[config.mk]
export PLATFORM = sky130hd
export DESIGN_NAME = wb_matmul_engine
export DESIGN_NICKNAME = d
export VERILOG_FILES = /design/src/rtl/wb_matmul_engine.sv
export SDC_FILE = /design/constraint.sdc
export NUM_CORES = 1
export LEC_CHECK = 0
export BUFFER_PORTS_ARGS = -buffer_cell sky130_fd_sc_hd__buf_2
export CORE_MARGIN = 4
export CORE_UTILIZATION = 67
export DETAILED_ROUTE_END_ITERATION = 8
export PLACE_DENSITY = 0.86
export SLEW_MARGIN = 10
export SYNTH_ARGS = -nofsm -noshare
export SYNTH_HDL_FRONTEND = slang
export SYNTH_SLANG_ARGS = --single-unit
export TNS_END_PERCENT = 10
[constraint.sdc]
create_clock -name clk -period 17.5 [get_ports clk]
set_input_delay 0.875 -clock clk [delete_from_list [all_inputs] [get_ports clk]]
set_output_delay 0.875 -clock clk [all_outputs]
set_load 0.03 [all_outputs]
[src/rtl/wb_matmul_engine.sv]
// wb_matmul_engine: Wishbone-slave N x N integer matrix multiplier computing C = A * B with a
// single sequential multiply-accumulate. The bus maps a CTRL/STATUS register pair plus the A, B
// (read/write) and C (read-only) element arrays, all row-major, one element per word.
module wb_matmul_engine #(
  parameter int unsigned N      = 3,
  parameter int unsigned DW     = 8,
  parameter int unsigned ACC_W  = 2 * DW + $clog2(N),
  parameter int unsigned A_BASE = 64,
  parameter int unsigned B_BASE = 128,
  parameter int unsigned C_BASE = 192
) (
  input  logic        clk,
  input  logic        rst,
  input  logic        cyc,
  input  logic        stb,
  input  logic        we,
  input  logic [3:0]  wb_sel,
  input  logic [31:0] adr,
  input  logic [31:0] dat_mosi,
  output logic [31:0] dat_miso,
  output logic        ack,
  output logic        err,
  output logic        irq,
  output logic        busy
);

  localparam int unsigned NN = N * N;
  localparam int unsigned AW = $clog2(NN);
  localparam int unsigned IW = $clog2(N);
  localparam int unsigned PW = 2 * DW;

  typedef enum logic {StIdle, StRun} state_e;

  // Element storage
  logic [DW-1:0]    a_q [NN];
  logic [DW-1:0]    b_q [NN];
  logic [ACC_W-1:0] c_q [NN];

  // Control / status
  logic irq_en_q, signed_q;
  logic done_q, done_d;

  // Bus response
  logic        ack_q, ack_d;
  logic        err_q, err_d;
  logic [31:0] dat_q, dat_d;

  // Sequencer
  state_e           state_q, state_d;
  logic [IW-1:0]    i_q, i_d, j_q, j_d, k_q, k_d;
  logic [ACC_W-1:0] acc_q, acc_d;
  logic             c_we, mac_last;

  // Bus decode
  logic          req;
  logic          hit_ctrl, hit_stat, hit_a, hit_b, hit_c;
  logic [AW-1:0] a_bus_idx, b_bus_idx, c_bus_idx;
  logic          a_we, b_we, ctrl_we, stat_we, start;
  logic [31:0]   rdata;

  // Datapath
  logic [AW-1:0]    a_mac_idx, b_mac_idx, c_widx;
  logic [DW-1:0]    a_el, b_el;
  logic [PW-1:0]    a_ext, b_ext, prod;
  logic [ACC_W-1:0] prod_ext, acc_next;

  // Only the low select bit and a few data bits carry meaning here
  logic unused_bits;
  assign unused_bits = ^{wb_sel[3:1], dat_mosi};

  assign busy     = (state_q == StRun);
  assign irq      = done_q & irq_en_q;
  assign ack      = ack_q;
  assign err      = err_q;
  assign dat_miso = dat_q;

  assign req      = cyc & stb & ~ack_q & ~err_q;
  assign hit_ctrl = (adr == 32'd0);
  assign hit_stat = (adr == 32'd1);
  assign hit_a    = (adr >= A_BASE) && (adr < A_BASE + NN);
  assign hit_b    = (adr >= B_BASE) && (adr < B_BASE + NN);
  assign hit_c    = (adr >= C_BASE) && (adr < C_BASE + NN);

  assign a_bus_idx = AW'(adr - A_BASE);
  assign b_bus_idx = AW'(adr - B_BASE);
  assign c_bus_idx = AW'(adr - C_BASE);

  // Request decode: pick ack or err, select read data and raise write enables
  always_comb begin
    ack_d   = 1'b0;
    err_d   = 1'b0;
    a_we    = 1'b0;
    b_we    = 1'b0;
    ctrl_we = 1'b0;
    stat_we = 1'b0;
    rdata   = '0;
    if (req) begin
      if (hit_ctrl) begin
        ack_d   = 1'b1;
        ctrl_we = we;
        rdata   = {29'd0, signed_q, irq_en_q, 1'b0};
      end else if (hit_stat) begin
        ack_d   = 1'b1;
        stat_we = we;
        rdata   = {30'd0, done_q, busy};
      end else if (hit_a) begin
        if (we && busy) begin
          err_d = 1'b1;
        end else begin
          ack_d = 1'b1;
          a_we  = we & wb_sel[0];
          rdata = 32'(a_q[a_bus_idx]);
        end
      end else if (hit_b) begin
        if (we && busy) begin
          err_d = 1'b1;
        end else begin
          ack_d = 1'b1;
          b_we  = we & wb_sel[0];
          rdata = 32'(b_q[b_bus_idx]);
        end
      end else if (hit_c) begin
        // C is read-only, and its contents are in flux while running
        if (we || busy) begin
          err_d = 1'b1;
        end else begin
          ack_d = 1'b1;
          rdata = 32'(c_q[c_bus_idx]);
        end
      end else begin
        err_d = 1'b1;
      end
    end
  end

  // Read data only changes on an acknowledged read
  always_comb begin
    dat_d = dat_q;
    if (ack_d && !we) begin
      dat_d = rdata;
    end
  end

  // Bus response registers: one-cycle ack/err pulse after acceptance
  always_ff @(posedge clk or posedge rst) begin
    if (rst) begin
      ack_q <= 1'b0;
      err_q <= 1'b0;
      dat_q <= '0;
    end else begin
      ack_q <= ack_d;
      err_q <= err_d;
      dat_q <= dat_d;
    end
  end

  assign start = ctrl_we & wb_sel[0] & dat_mosi[0] & ~busy;

  // CTRL fields; the signed mode is frozen while a computation is running
  always_ff @(posedge clk or posedge rst) begin
    if (rst) begin
      irq_en_q <= 1'b0;
      signed_q <= 1'b0;
    end else if (ctrl_we && wb_sel[0]) begin
      irq_en_q <= dat_mosi[1];
      if (!busy) begin
        signed_q <= dat_mosi[2];
      end
    end
  end

  // Sticky done: completion beats a same-cycle clear
  always_comb begin
    done_d = done_q;
    if (stat_we && wb_sel[0] && dat_mosi[1]) begin
      done_d = 1'b0;
    end
    if (start) begin
      done_d = 1'b0;
    end
    if (mac_last) begin
      done_d = 1'b1;
    end
  end

  // Done flag register
  always_ff @(posedge clk or posedge rst) begin
    if (rst) begin
      done_q <= 1'b0;
    end else begin
      done_q <= done_d;
    end
  end

  // Operand arrays, bus-written only
  always_ff @(posedge clk or posedge rst) begin
    if (rst) begin
      for (int e = 0; e < NN; e++) begin
        a_q[e] <= '0;
        b_q[e] <= '0;
      end
    end else begin
      if (a_we) begin
        a_q[a_bus_idx] <= dat_mosi[DW-1:0];
      end
      if (b_we) begin
        b_q[b_bus_idx] <= dat_mosi[DW-1:0];
      end
    end
  end

  assign a_mac_idx = AW'(32'(i_q) * N + 32'(k_q));
  assign b_mac_idx = AW'(32'(k_q) * N + 32'(j_q));
  assign c_widx    = AW'(32'(i_q) * N + 32'(j_q));
  assign a_el      = a_q[a_mac_idx];
  assign b_el      = b_q[b_mac_idx];

  // Extending both operands to 2*DW makes the low 2*DW product bits exact in either mode
  assign a_ext    = signed_q ? {{DW{a_el[DW-1]}}, a_el} : {{DW{1'b0}}, a_el};
  assign b_ext    = signed_q ? {{DW{b_el[DW-1]}}, b_el} : {{DW{1'b0}}, b_el};
  assign prod     = a_ext * b_ext;
  assign prod_ext = {{(ACC_W - PW){signed_q & prod[PW-1]}}, prod};
  assign acc_next = acc_q + prod_ext;

  // Sequencer next state: k innermost, then j, then i; one MAC per RUN cycle
  always_comb begin
    state_d  = state_q;
    i_d      = i_q;
    j_d      = j_q;
    k_d      = k_q;
    acc_d    = acc_q;
    c_we     = 1'b0;
    mac_last = 1'b0;
    unique case (state_q)
      StIdle: begin
        if (start) begin
          state_d = StRun;
          i_d     = '0;
          j_d     = '0;
          k_d     = '0;
          acc_d   = '0;
        end
      end
      StRun: begin
        acc_d = acc_next;
        if (k_q == IW'(N - 1)) begin
          c_we  = 1'b1;
          acc_d = '0;
          k_d   = '0;
          if (j_q == IW'(N - 1)) begin
            j_d = '0;
            if (i_q == IW'(N - 1)) begin
              i_d      = '0;
              state_d  = StIdle;
              mac_last = 1'b1;
            end else begin
              i_d = i_q + IW'(1);
            end
          end else begin
            j_d = j_q + IW'(1);
          end
        end else begin
          k_d = k_q + IW'(1);
        end
      end
      default: state_d = StIdle;
    endcase
  end

  // Sequencer state registers
  always_ff @(posedge clk or posedge rst) begin
    if (rst) begin
      state_q <= StIdle;
      i_q     <= '0;
      j_q     <= '0;
      k_q     <= '0;
      acc_q   <= '0;
    end else begin
      state_q <= state_d;
      i_q     <= i_d;
      j_q     <= j_d;
      k_q     <= k_d;
      acc_q   <= acc_d;
    end
  end

  // Result array: each element is replaced as its dot product completes
  always_ff @(posedge clk or posedge rst) begin
    if (rst) begin
      for (int e = 0; e < NN; e++) begin
        c_q[e] <= '0;
      end
    end else if (c_we) begin
      c_q[c_widx] <= acc_next;
    end
  end

endmodule

==> flow_metrics.py, run 1 <==
metrics = {
    "cts": {
        "hold_buffer_count_at_cts": 0,
        "clock_tree.root_cell": "sky130_fd_sc_hd__clkbuf_16",
        "post_cts.resized_instances": 0,
        "cts_num_sinks": 354,
        "clock_latency_ns": 0.53,
        "ctsHtreeMaxLevel": 2,
        "post_cts.repair.setup_buffers": 0,
        "tritoncts": "yes",
        "cts_max_path_buffers": 3,
        "clk_pin_slew_worst_paths_ns": 0.07,
        "cts-buffers-inserted": 37,
    },
    "grt": {
        "grt_residual_overflow": 0,
        "globalRouteTotalUtil": 0.302,
        "grt_antenna_before_repair": 1,
        "globalRouteMet3Util": 0.0472,
        "use_met2": 0.506,
        "grt_pass1_vias": 15800,
        "groute.layer.met1.usage": 0.401,
        "grt_pass1_wl_um": 85100,
        "grt_max_degree": 104,
        "globalRoute.busiestLayer": "met2",
    },
    "timing": {
        "worst_slew_margin_rel": 0.184,
        "tightest_slew_ns": 1.22,
        "fin_crit_ns": 10.44,
        "report.final.slew_viol_count": 0,
        "final_cycle_share": 0.597,
        "hold_viol": 0,
        "max_freq_mhz": 95.8,
        "tns_setup_ns": 0,
        "rsz_0062_raised_after_global_routing": "false",
        "timing.clock.skew_ns": 0.0328,
        "setup_viol": 0,
    },
    "floorplan": {
        "die_width_um": 189,
        "start_util": 0.685,
        "fp.dieH_um": 189,
        "num_rows": 65,
        "die_area_sq_um": 35500,
        "floorplan_core_area_sq_um": 31900,
        "design.portCount": 109,
    },
    "worst_setup_path": {
        "worst_setup_path_start_kind": "flop",
        "cp-end-kind": "flop",
        "timing.critical_path.fanout_max": 16,
        "critical_path_required_ns": 17.90,
        "worstPathArrival_ns": 10.84,
        "path_common_cell": "sky130_fd_sc_hd__fa_1",
        "crit_path_start": "k_q[1]",
        "worstReg2RegStart": "k_q[1]",
        "setup.worst_path.class": "reg2reg",
        "critical-path-slowest-cell": "sky130_fd_sc_hd__fa_1",
        "worst_stage_delay_on_the_critical_path_ns": 0.86,
    },
    "final_layout": {
        "layout_common_cells": "354 x sky130_fd_sc_hd__dfrtp_1, 298 x sky130_fd_sc_hd__mux2_2, 142 x sky130_fd_sc_hd__inv_1",
        "design.final.nets": 2033,
        "post_route_cells_drive_above_1_share": 0.325,
        "antenna-diode-count": 0,
        "mostFrequentLayoutCell": "sky130_fd_sc_hd__dfrtp_1",
        "syn2layout_area_growth_pct": 8.65,
    },
    "route": {
        "dr_total_vias": 14700,
        "remaining_drc_errors": 0,
        "wl_per_cell_um": 23.5,
        "routed_wirelength_um": 53100,
        "antenna_violating_nets_post_route": 0,
        "drt_iter0_drc": 1212,
        "drt_pre_antenna_iters": 7,
        "vias_per_cell": 6.48,
    },
    "outcome": {
        "run_status": "finished, final reports clean",
    },
    "synthesis": {
        "synth_enable_flop_cells": 0,
        "netlist-cell-type-count": 69,
        "synth_async_sr_flop_share": 1.00,
        "yosys-top-cells-area": "sky130_fd_sc_hd__dfrtp_1 41%, sky130_fd_sc_hd__mux2_2 15%, sky130_fd_sc_hd__mux4_2 9.5%",
        "yosys_most_used_dff": "sky130_fd_sc_hd__dfrtp_1",
        "post-synth-top-area-fraction": 0.406,
        "synth-seq-cells": 354,
        "syn-cell-area_sq_um": 21800,
        "synth-seq-area-share": 0.406,
        "synth.yosys.warnings": 0,
        "synthCells": 1759,
        "avgSynthCellArea_sq_um": 12.4,
        "synth_largest_area_cell": "sky130_fd_sc_hd__dfrtp_1",
    },
    "pwr": {
        "finalPower_mw": 1.65,
        "vdd_drop_max_uv": 85.9,
        "power.density_nw_per_um2": 69.4,
        "leakage_power_figure_nw": 11.6,
    },
    "place": {
        "port-buffer-count": 67,
        "dp_hpwl_um": 35100,
        "gp_routability_congestion": 0.889,
    },
    "run": {
        "max_cap_violations": 0,
    },
    "worst_hold_path": {
        "worst_hold_class": "in2async",
    },
}
-- layout make-up --
type | instances | area [sq um]
repair buffers | 92 | 548
fillers | 1984 | 8160
clock inverters | 11 | 104
multi-input cells | 1172 | 12000
inverters | 144 | 548
well taps | 435 | 544
flip-flops and latches | 354 | 8860
clock buffers | 53 | 1080
-- cells in the mapped netlist (8+ instances only) --
library cell,count
sky130_fd_sc_hd__nor2_1,119
sky130_fd_sc_hd__buf_4,16
sky130_fd_sc_hd__dfrtp_1,354
sky130_fd_sc_hd__nor2b_1,9
sky130_fd_sc_hd__mux2_2,298
sky130_fd_sc_hd__clkbuf_1,57
sky130_fd_sc_hd__mux4_1,8
sky130_fd_sc_hd__mux4_2,92
sky130_fd_sc_hd__a22o_1,18
sky130_fd_sc_hd__a21o_1,11
sky130_fd_sc_hd__o21ai_0,60
sky130_fd_sc_hd__buf_2,8
sky130_fd_sc_hd__nand2_1,87
sky130_fd_sc_hd__mux2i_1,48
sky130_fd_sc_hd__nor4_1,10
sky130_fd_sc_hd__mux2_4,8
sky130_fd_sc_hd__buf_1,17
sky130_fd_sc_hd__o31ai_1,14
sky130_fd_sc_hd__a222oi_1,8
sky130_fd_sc_hd__nor3_1,17
sky130_fd_sc_hd__fa_1,75
sky130_fd_sc_hd__or2_2,17
sky130_fd_sc_hd__nand3_1,17
sky130_fd_sc_hd__xnor2_1,36
sky130_fd_sc_hd__nand2b_1,9
sky130_fd_sc_hd__inv_1,143
sky130_fd_sc_hd__ha_1,84
sky130_fd_sc_hd__a21oi_1,43
-- power breakdown --
group	total (mW)	switching [mW]	internal, mW
clock	0.769	0.324	0.445
sequential	0.819	0.0000560	0.819
combinational	0.0599	0.0455	0.0145
-- worst max-delay path, delay by kind of cell (launching register included) --
family	cells	cell delay [ns]
xor+xnor	9	1.96
fa+ha+maj	10	4.88
buf+inv	4	0.42
simple gates	4	1.68
compound gates	2	0.58
flops	1	0.43
mux	1	0.38
-- kinds of logic (layout without fill, tap and decap cells) --
logic type | after synthesis | count (layout) | share of synthesized area
mux | 454 | 454 | 0.286
flops | 354 | 354 | 0.406
simple gates | 319 | 319 | 0.0681
buf+inv | 246 | 300 | 0.0469
compound gates | 178 | 178 | 0.0543
fa+ha+maj | 159 | 159 | 0.117
xor+xnor | 48 | 48 | 0.0222
other cells | 1 | 14 | 0.000172
-- path summary, 6_finish.rpt --
path | endpoint | cells after the start | slack [ns]
hold reg to reg | dat_miso[11] | 2 | 0.48
hold / removal | acc_q[16] | 2 | 0.47
min in group clk | dat_miso[11] | 2 | 0.48
max in group asynchronous | a_q[68] | 5 | 14.86
setup reg to reg | c_q[34] | 30 | 7.06
setup / recovery | c_q[34] | 30 | 7.06
-- state kept, by name (all words and copies together), names as in the netlist --
signal    count
c_q         162
a_q          72
b_q          72
acc_q        18
dat_miso     18
i_q           2
j_q           2
k_q           2
ack           1
busy          1
done_q        1
err           1
irq_en_q      1
signed_q      1
-- routing by layer --
layer | share of wire | up-vias
li1 | - | 6290
met1 | 0.39 | 7588
met2 | 0.50 | 613
met3 | 0.070 | 160
met4 | 0.041 | 2
met5 | 0.00026 | -
-- through the flow --
| stage | hold slack [ns] | utilization | setup WS (ns) | std cells | cell area (sq um) |
|---|---|---|---|---|---|
| floorplan | 0.445 | - | 6.80 | 1772 | 21900 |
| global placement | 0.458 | 0.706 | 7.39 | 2196 | 22500 |
| detailed placement | 0.470 | 0.706 | 7.12 | 2196 | 22500 |
| CTS | 0.485 | 0.743 | 7.08 | 2260 | 23700 |
| global route | 0.508 | 0.744 | 6.56 | 2261 | 23700 |
| finish | 0.471 | 0.744 | 7.06 | 2261 | 23700 |
Power figures use the tool's default switching activity.
==> run 2, diff against run 1 <==
- ABC_AREA: unset -> 1
- CORE_UTILIZATION: 67 -> 63
- PLACE_DENSITY: 0.86 -> 0.82
- clock period: 17.5 -> 10.25 ns (I/O delays scaled with it)
==> run 2 against run 1 <==
  * Clock power grew 89%
  * Maximum frequency increased by 9.2%
  * Via count up 33%
  * Non-clock buffer count rose by 6
  * First-iteration DRC count is 79% higher
  * Largest power group is now clock
==> flow_metrics.py, run 2 <==
metrics = {
    "final_layout": {
        "fin_area_sq_um": 23500,
        "post_route_cells_drive_above_1_share": 0.0818,
        "largest_register_ffs": 162,
        "layout_common_cells": "753 x sky130_fd_sc_hd__nand2_1, 354 x sky130_fd_sc_hd__dfrtp_1, 324 x sky130_fd_sc_hd__o21ai_0",
        "registers_with_the_most_flip_flops": "c_q (162), a_q (72), b_q (72)",
        "syn2layout_area_growth_pct": 9.24,
        "largest_register": "c_q",
        "stdcell_count": 3175,
        "design.final.nets": 2931,
        "mostFrequentLayoutCell": "sky130_fd_sc_hd__nand2_1",
        "antenna-diode-count": 0,
    },
    "floorplan": {
        "design.portCount": 109,
        "num_rows": 67,
        "fp.dieH_um": 193,
        "start_util": 0.640,
        "die_width_um": 193,
        "floorplan_core_area_sq_um": 33600,
        "die_area_sq_um": 37200,
    },
    "timing": {
        "fin_crit_ns": 9.56,
        "worst_slew_margin_rel": 0.191,
        "setup_viol": 0,
        "max_freq_mhz": 105,
        "worst_slack_ns": 0.690,
        "timing.clock.skew_ns": 0.0283,
        "hold_viol": 0,
        "tightest_slew_ns": 1.21,
        "final_cycle_share": 0.933,
        "tns_setup_ns": 0,
        "report.final.slew_viol_count": 0,
        "smallest_hold_slack_ns": 0.183,
    },
    "cts": {
        "tritoncts": "yes",
        "clock_latency_ns": 0.57,
        "clk_pin_slew_worst_paths_ns": 0.06,
        "cts_max_path_buffers": 3,
        "cts-buffers-inserted": 38,
        "clock_tree.root_cell": "sky130_fd_sc_hd__clkbuf_16",
        "ctsHtreeMaxLevel": 2,
        "cts_num_sinks": 354,
        "hold_buffer_count_at_cts": 0,
    },
    "grt": {
        "grt_max_degree": 200,
        "grt_pass1_wl_um": 102000,
        "grt_residual_overflow": 0,
        "grt_antenna_before_repair": 0,
        "globalRouteTotalUtil": 0.346,
        "grt_pass1_vias": 19500,
    },
    "synthesis": {
        "synth_commonest_cells": "754 x sky130_fd_sc_hd__nand2_1, 354 x sky130_fd_sc_hd__dfrtp_1, 325 x sky130_fd_sc_hd__o21ai_0, 292 x sky130_fd_sc_hd__inv_1, 150 x sky130_fd_sc_hd__nand3_1",
        "yosysMostFrequentCell": "sky130_fd_sc_hd__nand2_1",
        "netlist-cell-type-count": 53,
        "synth-seq-cells": 354,
        "avgSynthCellArea_sq_um": 8.04,
        "syn-cell-area_sq_um": 21500,
        "synth_enable_flop_cells": 0,
        "synthCells": 2679,
        "yosys-top-cells-area": "sky130_fd_sc_hd__dfrtp_1 41%, sky130_fd_sc_hd__nand2_1 13%, sky130_fd_sc_hd__o21ai_0 7.6%",
        "synth.yosys.warnings": 0,
        "synth-seq-area-share": 0.411,
        "synth_largest_area_cell": "sky130_fd_sc_hd__dfrtp_1",
        "yosys_most_used_dff": "sky130_fd_sc_hd__dfrtp_1",
        "synth_async_sr_flop_share": 1.00,
        "post-synth-top-area-fraction": 0.411,
    },
    "route": {
        "remaining_drc_errors": 0,
        "antenna_violating_nets_post_route": 0,
        "drt_iter0_drc": 2164,
        "routed_wirelength_um": 62900,
        "dr_total_vias": 19600,
        "wl_per_cell_um": 19.8,
        "drt_pre_antenna_iters": 6,
        "vias_per_cell": 6.16,
    },
    "place": {
        "place.detailed.instances": 3102,
        "dpl-instance-area_sq_um": 22100,
        "gp_routability_congestion": 0.937,
        "port-buffer-count": 67,
        "dp_slack_ns": 0.419,
        "dp_hpwl_um": 41700,
    },
    "worst_setup_path": {
        "worstReg2RegStart": "k_q[0]",
        "crit-reg2reg-capture": "c_q[161]",
        "cp-end-kind": "flop",
        "r2r_setup_slack_ns": 0.69,
        "critical-path-slowest-cell": "sky130_fd_sc_hd__fa_1",
        "setup.worst_path.class": "reg2reg",
        "path_common_cell": "sky130_fd_sc_hd__inv_1",
        "worst_stage_delay_on_the_critical_path_ns": 0.59,
        "worst_setup_path_start_kind": "flop",
        "timing.critical_path.fanout_max": 10,
        "crit_path_start": "k_q[0]",
        "critical_path_required_ns": 10.74,
        "worstPathArrival_ns": 10.05,
        "r2r_cells": 44,
    },
    "pwr": {
        "power.density_nw_per_um2": 125,
        "vdd_drop_max_uv": 160,
        "leakage_power_figure_nw": 11.1,
    },
    "outcome": {
        "run_status": "finished, final reports clean",
    },
    "run": {
        "max_cap_violations": 0,
    },
    "worst_hold_path": {
        "worst_hold_class": "in2async",
    },
}
## run 2: worst max-delay path: cells and delay by family, from the launching register on
family                     cells  cell delay, ns
AOI/OAI and AO/OA              4            0.82
xor gates and xnor gates       1            0.21
DFF                            1            0.43
and+or+nand+nor               15            1.73
adders and majority gates     11            5.10
buffers and inverters         13            1.20
## run 2: kinds of logic (layout without fill, tap and decap cells)
logic type      Yosys count  after routing  share of synthesized area
fa+ha+maj               159            159                      0.119
simple gates           1112           1112                      0.216
flops                   354            354                      0.411
mux                       1              1                   0.000523
xor+xnor                 34             34                     0.0138
compound gates          582            582                      0.158
buf+inv                 436            471                     0.0807
other cells               1             14                   0.000174
## run 2: power breakdown
group / switching, mW / internal, mW / leakage [nW] / total [mW]
Sequential: 0.000108 / 1.40 / 4.94 / 1.40
Combinational: 0.0886 / 0.0133 / 5.46 / 0.102
Clock: 0.600 / 0.849 / 0.659 / 1.45
## run 2: timing repair
action | 4_1_cts | 5_1_grt
gates resized for setup | 0 | 12
setup endpoints to repair | 0 | 20
setup buffers | 0 | 5
## run 2: final cells by class
class | count | area (sq um)
clock inverter | 15 | 221
fill | 2623 | 10100
multi-input combinational | 1902 | 11000
tap | 448 | 561
clock buffer | 53 | 1120
sequential | 354 | 8860
timing repair buffer | 98 | 581
inverter | 305 | 1160
## run 2: per-layer routing
layer | part of all wire | track usage | routed length (um)
met5 | 0 | 0 | 0
met4 | 0.046 | 0.163 | 2920
met2 | 0.46 | 0.550 | 29100
met3 | 0.11 | 0.0713 | 6730
met1 | 0.38 | 0.459 | 24200
## run 2: stage by stage
stage | util | power [mW]
finish | 0.700 | 2.95
global route | 0.700 | 3.02
CTS | 0.698 | 2.95
detailed placement | 0.658 | 1.52
global placement | 0.658 | 1.52
floorplan | - | 1.49
## run 2: how the worst max path moves through the flow
stage	depth (start not counted)	slack (ns)	endpoint
floorplan	44	1.30	c_q[71]
global placement	46	0.59	c_q[53]
detailed placement	46	0.42	c_q[53]
CTS	46	0.32	acc_q[17]
global route	46	-0.002	c_q[161]
finish	44	0.69	c_q[161]
==> run 3, diff against run 2 <==
- PLACE_DENSITY: 0.82 -> unset
- PLACE_DENSITY_LB_ADDON: unset -> 0.3
==> run 3 against run 2 <==
  * Highest routed layer unchanged
  * Maximum frequency shrank 1.8%
  * Critical endpoint is now c_q[89]
  * Routed wire length is 0.91% higher
  * Non-clock buffer count decreased by 2
  * Final cell count about the same
  * Register-to-register slack worse by 0.18 ns
  * Critical path type unchanged
  * Clock power increased by 5%
  * Sequential power about the same
==> flow_metrics.py, run 3 (synthesized netlist as in run 2, its figures left out) <==
metrics = {
    "route": {
        "drt_pre_antenna_iters": 9,
        "maxUsedRoutingLayer": "met4",
        "remaining_drc_errors": 0,
        "met3_length_um": 7040,
        "routedLengthMet1_um": 24000,
        "antenna_violating_nets_post_route": 0,
        "wl_per_cell_um": 20.0,
        "drt_iter0_drc": 2369,
        "dr_total_vias": 19600,
        "met2RoutedLength_um": 29300,
        "vias_per_cell": 6.17,
        "routed_wirelength_um": 63500,
    },
    "timing": {
        "worst_slack_ns": 0.514,
        "report.final.slew_viol_count": 0,
        "setup_viol": 0,
        "smallest_hold_slack_ns": 0.299,
        "final_cycle_share": 0.950,
        "tightest_slew_ns": 1.17,
        "worst_slew_margin_rel": 0.222,
        "fin_crit_ns": 9.74,
        "hold_viol": 0,
        "timing.clock.skew_ns": 0.0176,
        "max_freq_mhz": 103,
    },
    "worst_setup_path": {
        "critical_path_required_ns": 10.73,
        "worst_setup_path_start_kind": "flop",
        "worst_stage_delay_on_the_critical_path_ns": 0.64,
        "worstPathArrival_ns": 10.22,
        "cp-end-kind": "flop",
        "critical-path-slowest-cell": "sky130_fd_sc_hd__fa_1",
        "setup.worst_path.class": "reg2reg",
        "timing.critical_path.fanout_max": 12,
    },
    "place": {
        "place.detailed.instances": 3102,
        "dp_hpwl_um": 42300,
        "gp_routability_congestion": 0.976,
        "dp_slack_ns": 0.379,
        "port-buffer-count": 67,
    },
    "final_layout": {
        "design.final.nets": 2929,
        "layout_common_cells": "749 x sky130_fd_sc_hd__nand2_1, 354 x sky130_fd_sc_hd__dfrtp_1, 325 x sky130_fd_sc_hd__o21ai_0",
        "registers_with_the_most_flip_flops": "c_q (162), a_q (72), b_q (72)",
        "syn2layout_area_growth_pct": 9.59,
        "largest_register_ffs": 162,
        "mostFrequentLayoutCell": "sky130_fd_sc_hd__nand2_1",
        "post_route_cells_drive_above_1_share": 0.0825,
        "stdcell_count": 3174,
        "antenna-diode-count": 0,
        "largest_register": "c_q",
    },
    "grt": {
        "grt_max_degree": 182,
        "grt_residual_overflow": 0,
        "grt_antenna_before_repair": 0,
        "grt_pass1_wl_um": 102000,
        "grt_pass1_vias": 19600,
        "globalRouteTotalUtil": 0.347,
    },
    "cts": {
        "ctsHtreeMaxLevel": 2,
        "tritoncts": "yes",
        "clock_latency_ns": 0.55,
        "cts-buffers-inserted": 38,
        "clk_pin_slew_worst_paths_ns": 0.07,
        "cts_num_sinks": 354,
        "clock_tree.root_cell": "sky130_fd_sc_hd__clkbuf_16",
        "cts_max_path_buffers": 3,
    },
    "pwr": {
        "power.density_nw_per_um2": 128,
        "leakage_power_figure_nw": 11.1,
        "cellInternalPower_mw": 2.35,
        "p_comb_frac": 0.034,
        "p_seq_frac": 0.462,
        "vdd_drop_max_uv": 134,
        "pwr-share-clk": 0.504,
        "p_sw_uw": 676,
        "netSwitchingFraction": 0.223,
    },
    "floorplan": {
        "die_area_sq_um": 37200,
        "fp.dieH_um": 193,
        "num_rows": 67,
        "die_width_um": 193,
        "design.portCount": 109,
        "start_util": 0.640,
        "floorplan_core_area_sq_um": 33600,
    },
    "worst_hold_path": {
        "worst_hold_class": "in2reg",
    },
    "run": {
        "max_cap_violations": 0,
    },
    "outcome": {
        "run_status": "finished, final reports clean",
    },
}
==> run 3: cell types whose count changed in the layout (fill, tap and decap cells not counted), moves of 2 or more <==
cell and delta:
sky130_fd_sc_hd__clkbuf_8 +3, sky130_fd_sc_hd__nand2_1 -4, sky130_fd_sc_hd__o311ai_1 +2, sky130_fd_sc_hd__nand2_2 +4, sky130_fd_sc_hd__o311ai_0 -2, sky130_fd_sc_hd__buf_4 -4
sky130_fd_sc_hd__bufinv_16 +3, sky130_fd_sc_hd__clkinv_2 -2
==> run 3: worst paths after layout <==
kind,start,to,slack [ns],cells after the start
setup / recovery,k_q[0],c_q[89],0.51,43
hold / removal,dat_mosi[1],irq_en_q,0.30,2
setup reg to reg,k_q[0],c_q[89],0.51,43
hold reg to reg,acc_q[17],acc_q[17],0.48,2
max in group asynchronous,rst,b_q[44],7.41,5
min in group asynchronous,rst,a_q[8],0.52,3
==> run 3: routing by layer <==
metal	GRT usage	vias up
li1	-	8844
met1	0.455	9315
met2	0.555	1189
met3	0.0756	237
met4	0.163	0
met5	0	-
==> run 3: cell type report <==
class | instances | area [sq um]
clock buffer | 55 | 1150
clock inverter | 14 | 251
fill | 2557 | 10000
inverter | 305 | 1150
multi-input combinational | 1902 | 11000
sequential | 354 | 8860
tap | 448 | 561
timing repair buffer | 96 | 581
==> run 3: per-stage QoR <==
| stage | area (sq um) | util | power (mW) | setup TNS, ns |
|---|---|---|---|---|
| after floorplan | 21600 | - | 1.49 | 0 |
| after global placement | 22100 | 0.658 | 1.52 | 0 |
| after detailed placement | 22100 | 0.658 | 1.52 | 0 |
| after CTS | 23500 | 0.700 | 3.02 | 0 |
| after global routing | 23600 | 0.702 | 3.09 | -0.0205 |
| final | 23600 | 0.702 | 3.02 | 0 |
==> run 3: power by group through the flow <==
stage               logic (mW)  clock network (mW)  registers [mW]
finish                   0.102                1.52            1.40
global route             0.110                1.59            1.40
CTS                      0.100                1.53            1.40
detailed placement      0.0996                   0            1.42
global placement        0.0985                   0            1.42
floorplan               0.0613                   0            1.42
==> run 3: worst max-delay path: cells and delay by family, from the launching register on <==
family,cells,cell delay [ns]
fa+ha+maj,11,4.67
simple gates,16,1.93
compound gates,6,1.37
buf+inv,9,0.97
flops,1,0.42
xor+xnor,1,0.28
==> run 3: timing repair <==
item / in CTS / in global routing
resized for setup: 0 / 16
hold buffers: 1 / 0
endpoints found under the setup margin: 0 / 35
endpoints found under the hold margin: 19 / 0
buffers inserted: 0 / 2
